File: src/rtl/stopwatch_ctrl_pkg.sv
// rtl/stopwatch_ctrl_pkg.sv - state encodings and BCD constants shared by the stopwatch slice
package stopwatch_ctrl_pkg;
  localparam logic [1:0] SW_IDLE = 2'd0;
  localparam logic [1:0] SW_RUN  = 2'd1;
  localparam logic [1:0] SW_STOP = 2'd2;
  localparam logic [1:0] SW_OVF  = 2'd3;

  localparam int BCD_W = 4;
  localparam logic [4*BCD_W-1:0] SW_MAX_BCD = 16'h9999;
endpackage

File: src/rtl/stopwatch_ctrl_bcd_digit_cnt.sv
// rtl/stopwatch_ctrl_bcd_digit_cnt.sv - one BCD digit (0..9) with ripple carry-out
module bcd_digit_cnt
  import stopwatch_ctrl_pkg::*;
(
  input  logic             clk,
  input  logic             rst_n,
  input  logic             inc_i,
  input  logic             clr_i,
  output logic [BCD_W-1:0] digit_o,
  output logic             carry_o
);
  logic [BCD_W-1:0] digit_q, digit_d;

  always_comb begin
    digit_d = digit_q;
    if (clr_i) begin
      digit_d = '0;
    end else if (inc_i) begin
      digit_d = (digit_q == 4'd9) ? '0 : digit_q + 4'd1;
    end
  end

  always_ff @(posedge clk or negedge rst_n) begin
    if (!rst_n) begin
      digit_q <= '0;
    end else begin
      digit_q <= digit_d;
    end
  end

  assign digit_o = digit_q;
  assign carry_o = inc_i && (digit_q == 4'd9);
endmodule

File: src/rtl/stopwatch_ctrl.sv
// rtl/stopwatch_ctrl.sv - start/stop stopwatch FSM with prescaler and BCD SS.cc count
// Optional lap-hold display freeze is built when SW_LAP_HOLD_EN is defined.
module stopwatch_ctrl
  import stopwatch_ctrl_pkg::*;
#(
  parameter int TICK_DIV = 1
) (
  input  logic        clk,
  input  logic        rst_n,
  input  logic        tick_en,
  input  logic        start_stop_p,
  input  logic        clear_p,
  input  logic        lap_p,
  output logic [15:0] disp_bcd,
  output logic        running,
  output logic        overflow,
  output logic        lap_active
);
  localparam logic [7:0] PRESC_MAX = 8'(TICK_DIV - 1);

  logic [1:0]  state_q, state_d;
  logic [7:0]  presc_q, presc_d;
  logic [15:0] count;
  logic [3:0]  carry;
  logic        cnt_en, wrap, all_nines, inc, to_idle;

  always_comb begin
    cnt_en    = (state_q == SW_RUN) && tick_en;
    wrap      = cnt_en && (presc_q == PRESC_MAX);
    all_nines = (count == SW_MAX_BCD);
    inc       = wrap && !all_nines;
    state_d   = state_q;
    to_idle   = 1'b0;
    case (state_q)
      SW_IDLE: if (!clear_p && start_stop_p) state_d = SW_RUN;
      // start_stop beats clear here; the increment that would pass 99.99 saturates instead
      SW_RUN: begin
        if (start_stop_p)          state_d = SW_STOP;
        else if (wrap && all_nines) state_d = SW_OVF;
      end
      SW_STOP: begin
        if (clear_p) begin
          state_d = SW_IDLE;
          to_idle = 1'b1;
        end else if (start_stop_p) begin
          state_d = SW_RUN;
        end
      end
      default: begin
        if (clear_p) begin
          state_d = SW_IDLE;
          to_idle = 1'b1;
        end
      end
    endcase

    presc_d = presc_q;
    if (to_idle || wrap) presc_d = '0;
    else if (cnt_en)     presc_d = presc_q + 8'd1;
  end

  always_ff @(posedge clk or negedge rst_n) begin
    if (!rst_n) begin
      state_q <= SW_IDLE;
      presc_q <= '0;
    end else begin
      state_q <= state_d;
      presc_q <= presc_d;
    end
  end

  // Digit 0 is c1, digit 3 is s10; each digit's carry feeds the next one up.
  for (genvar i = 0; i < 4; i++) begin : g_digit
    bcd_digit_cnt u_digit (
      .clk     (clk),
      .rst_n   (rst_n),
      .inc_i   ((i == 0) ? inc : carry[(i == 0) ? 0 : i-1]),
      .clr_i   (to_idle),
      .digit_o (count[BCD_W*i +: BCD_W]),
      .carry_o (carry[i])
    );
  end

  assign running  = (state_q == SW_RUN);
  assign overflow = (state_q == SW_OVF);

`ifdef SW_LAP_HOLD_EN
  logic        hold_q, hold_d;
  logic [15:0] lap_q, lap_d;

  always_comb begin
    hold_d = hold_q;
    lap_d  = lap_q;
    if (to_idle) begin
      hold_d = 1'b0;
    end else if (lap_p && (state_q == SW_RUN || state_q == SW_STOP)) begin
      hold_d = !hold_q;
      if (!hold_q) lap_d = count;
    end
  end

  always_ff @(posedge clk or negedge rst_n) begin
    if (!rst_n) begin
      hold_q <= 1'b0;
      lap_q  <= '0;
    end else begin
      hold_q <= hold_d;
      lap_q  <= lap_d;
    end
  end

  assign disp_bcd   = hold_q ? lap_q : count;
  assign lap_active = hold_q;
`else
  logic unused_lap;
  assign unused_lap = lap_p;
  assign disp_bcd   = count;
  assign lap_active = 1'b0;
`endif
endmodule

File: config.mk
export PLATFORM = sky130hd
export DESIGN_NAME = stopwatch_ctrl
export DESIGN_NICKNAME = d
export VERILOG_FILES = /design/src/rtl/stopwatch_ctrl_pkg.sv /design/src/rtl/stopwatch_ctrl_bcd_digit_cnt.sv /design/src/rtl/stopwatch_ctrl.sv
export SDC_FILE = /design/constraint.sdc
export NUM_CORES = 1
export LEC_CHECK = 0
export CORE_AREA = 10 10 72 74
export CTS_CLUSTER_DIAMETER = 50
export DETAILED_ROUTE_END_ITERATION = 10
export DIE_AREA = 0 0 82 84
export PLACE_DENSITY = 0.66
export SLEW_MARGIN = 20
export SYNTH_ARGS = -nofsm -noshare
export SYNTH_HDL_FRONTEND = slang
export SYNTH_SLANG_ARGS = --single-unit
File: constraint.sdc
create_clock -name clk -period 5.5 [get_ports clk]
set_clock_uncertainty 0.1 [all_clocks]
set_input_delay 0.825 -clock clk [delete_from_list [all_inputs] [get_ports clk]]
set_output_delay 0.825 -clock clk [all_outputs]
set_load 0.01 [all_outputs]
==> impl_metrics.json <==
{
  "period_minus_slack_ns": 3.03,
  "viasPerCell": 5.56,
  "drt_iter0_drc": 82,
  "antenna_cells": 0,
  "drc": 0,
  "yosysUniqueCellTypes": 42,
  "clock_sink_count": 26,
  "async_flop_share_pct": 100,
  "die_area_um2": 6890,
  "swShare_pct": 33.0,
  "ir_drop_mv": 0.137,
  "cp_slowest_stage_delay_ns": 0.74,
  "crit_path_end_kind": "flip-flop",
  "dieWidth_um": 82,
  "gp_congestion": 0.857,
  "required_ns": 5.61,
  "cts_buffer_depth": 2,
  "finalMaxSlewViolations": 0,
  "numCtsBuffers": 3,
  "grt_usage_pct": 10.9,
  "maxCapViolCount": 0,
  "holdWs_ns": 0.476,
  "finalCritPeriodShare_pct": 55.1,
  "final_util_pct": 49.3,
  "grt_pass1_wl_um": 6310,
  "row_count": 23,
  "htreeDepth": 1,
  "critical_path_class": "input port to flip-flop",
  "stdcell_area_um2": 1900,
  "cts_root_buf": "clkbuf_8",
  "status": "finished, final reports clean",
  "start_kind": "input port",
  "setup_viol": 0,
  "grt_overflow": 0,
  "syn2layout_area_growth_pct": 17.2,
  "hold_viol": 0,
  "cts_setup_buffers": 0,
  "synth_area_leader_cell": "dfrtp_1",
  "yosysWarningCount": 0,
  "drt-pass1-iter-count": 4,
  "drive_gt1_share_pct": 6.81,
  "p_clk_share_pct": 24.7,
  "place_ws_ns": 2.16,
  "ios": 25,
  "drt-total-wl_um": 3460,
  "synth_nets": 189,
  "synth_area_um2": 1620,
  "wl_per_cell_um": 14.3,
  "rsz0062_at_grt": "no",
  "regArea_um2": 651,
  "layout_commonest_cell": "dfrtp_1",
  "leakage_nw": 0.778,
  "start_util_pct": 42.1,
  "fin_ws_ns": 2.47,
  "antenna_found_initial": 0,
  "syn_inst": 173,
  "clock.fmax_mhz": 330,
  "num_vias": 1340,
  "nets": 208,
  "portBuffers": 22,
  "p_comb_share_pct": 28.5,
  "slew_headroom_pct": 41.1,
  "clkLatencyLatePin_ns": 0.27,
  "synth-main-ff-cell": "dfrtp_1",
  "cp_max_fo": 29,
  "hp-class": "flip-flop to flip-flop",
  "worstPathArrival_ns": 3.14,
  "ys_top_cells_by_area": "dfrtp_1, ha_1, or4_1, a21oi_1, nand2_1",
  "cts_resized": 0,
  "ant_nets": 0,
  "power.internal_w": 0.000342,
  "tightest_slew_ns": 0.881,
  "final_cell_mix": "dfrtp_1, clkdlybuf4s50_1, nand2_1",
  "grt_start_max_net_pins": 30,
  "fill_cells": 377,
  "place_area_um2": 1850,
  "path_clk_slew_ns": 0.09,
  "synth_edf_count": 0,
  "core_area_um2": 3860,
  "synth.top_cell.area_share_pct": 40.1,
  "postCtsHoldBufs": 0,
  "cp_slowest_cell": "or4_1",
  "yosys_register_bits": 26,
  "p_per_area_nw_per_um2": 269,
  "switchingPower_w": 0.000169,
  "worstPathCellList": "clkdlybuf4s50_1 -> and3b_1 -> nand3_1 -> or4_1 -> a21oi_1",
  "synth.avg_cell_area_um2": 9.37,
  "cts_tree": "built",
  "place_hpwl_um": 2530,
  "power_frac_seq_pct": 46.8,
  "die_height_um": 84,
  "yosysSeqAreaShare_pct": 40.1,
  "multiInputGateArea_um2": 863,
  "fin_tns_setup_ns": 0,
  "grt_pass1_vias": 1390
}
cell families (layout without fill, tap and decap cells):
group	Yosys count	count (layout)	share of synthesized area, %
flip-flops	26	26	40.1
XOR/XNOR	7	7	3.78
buffers and inverters	20	38	6.64
AO/OA/AOI/OAI	36	36	14.1
other	1	1	0.231
adder cells (fa/ha/maj)	10	10	7.72
multiplexers	3	3	1.85
AND/OR/NAND/NOR	70	70	25.5
synth_stat cells, types with 2 or more instances:
cell      count
inv_1        11
ha_1         10
o21ai_0      10
and2_1        2
xnor2_1       6
dfrtp_1      26
or4_1         9
buf_2         4
nor3_1        5
mux2i_1       3
nand3b_1      4
o311ai_0      2
buf_6         3
and3b_1       3
o31ai_1       7
or3_1         3
nand4_1       2
nand2_1      14
a21oi_1      11
nor2b_1       3
nor2_1       11
nand3_1       4
per-stage QoR:
stage | cells | power, W
after floorplan | 173 | 0.000335
after global placement | 237 | 0.000385
after detailed placement | 237 | 0.000390
after CTS | 241 | 0.000521
after global routing | 241 | 0.000552
final | 241 | 0.000511
sequential cells by signal, indices dropped and copies added, names as in the netlist:
signal                   flops
g_digit.u_digit.digit_o     16
presc_q                      8
state_q                      2
layer usage:
| metal | part of all wire, % | routed length, um | track usage, % |
|---|---|---|---|
| met3 | 6.0 | 208 | 3.56 |
| met2 | 49 | 1710 | 18.7 |
| met5 | 0 | 0 | 0 |
| met4 | 0.55 | 19 | 2.17 |
| met1 | 44 | 1520 | 12.6 |
worst paths after layout:
kind                                                           start                                         to  slack, ns  cells after the start
max                                                          tick_en  g_digit[1].u_digit.digit_o[1]$_DFFE_PN0P_       2.47                      5
max in group asynchronous                                      rst_n                     presc_q[0]$_DFFE_PN0P_       4.23                      2
min                        g_digit[1].u_digit.digit_o[3]$_DFFE_PN0P_  g_digit[1].u_digit.digit_o[3]$_DFFE_PN0P_       0.48                      2
min in group asynchronous                                      rst_n  g_digit[0].u_digit.digit_o[2]$_DFFE_PN0P_       0.81                      2
min reg2reg                g_digit[1].u_digit.digit_o[3]$_DFFE_PN0P_  g_digit[1].u_digit.digit_o[3]$_DFFE_PN0P_       0.48                      2
max reg2reg                                   presc_q[0]$_DFFE_PN0P_  g_digit[1].u_digit.digit_o[1]$_DFFE_PN0P_       2.89                      6
layout make-up:
cell class / count / share of cell area [%]
repair buffers: 23 / 12.0
multi-input cells: 127 / 45.4
flip-flops and latches: 26 / 34.2
well taps: 50 / 3.29
inverters: 11 / 2.17
clock buffers: 4 / 2.90
worst max-delay path: cells and delay by family:
kind                   cells  cell delay (ns)
AND/OR/NAND/NOR            3             1.68
AO/OA/AOI/OAI              1             0.15
buffers and inverters      1             0.47
power groups by stage:
stage                     Combinational (W)  Clock [W]  Sequential, W
after detailed placement           0.000148          0       0.000242
after floorplan                   0.0000932          0       0.000242
final                              0.000146   0.000126       0.000239
after global routing               0.000168   0.000140       0.000244
after global placement             0.000144          0       0.000241
after CTS                          0.000150   0.000132       0.000239
Note: power is estimated with default switching activity, not from simulation.
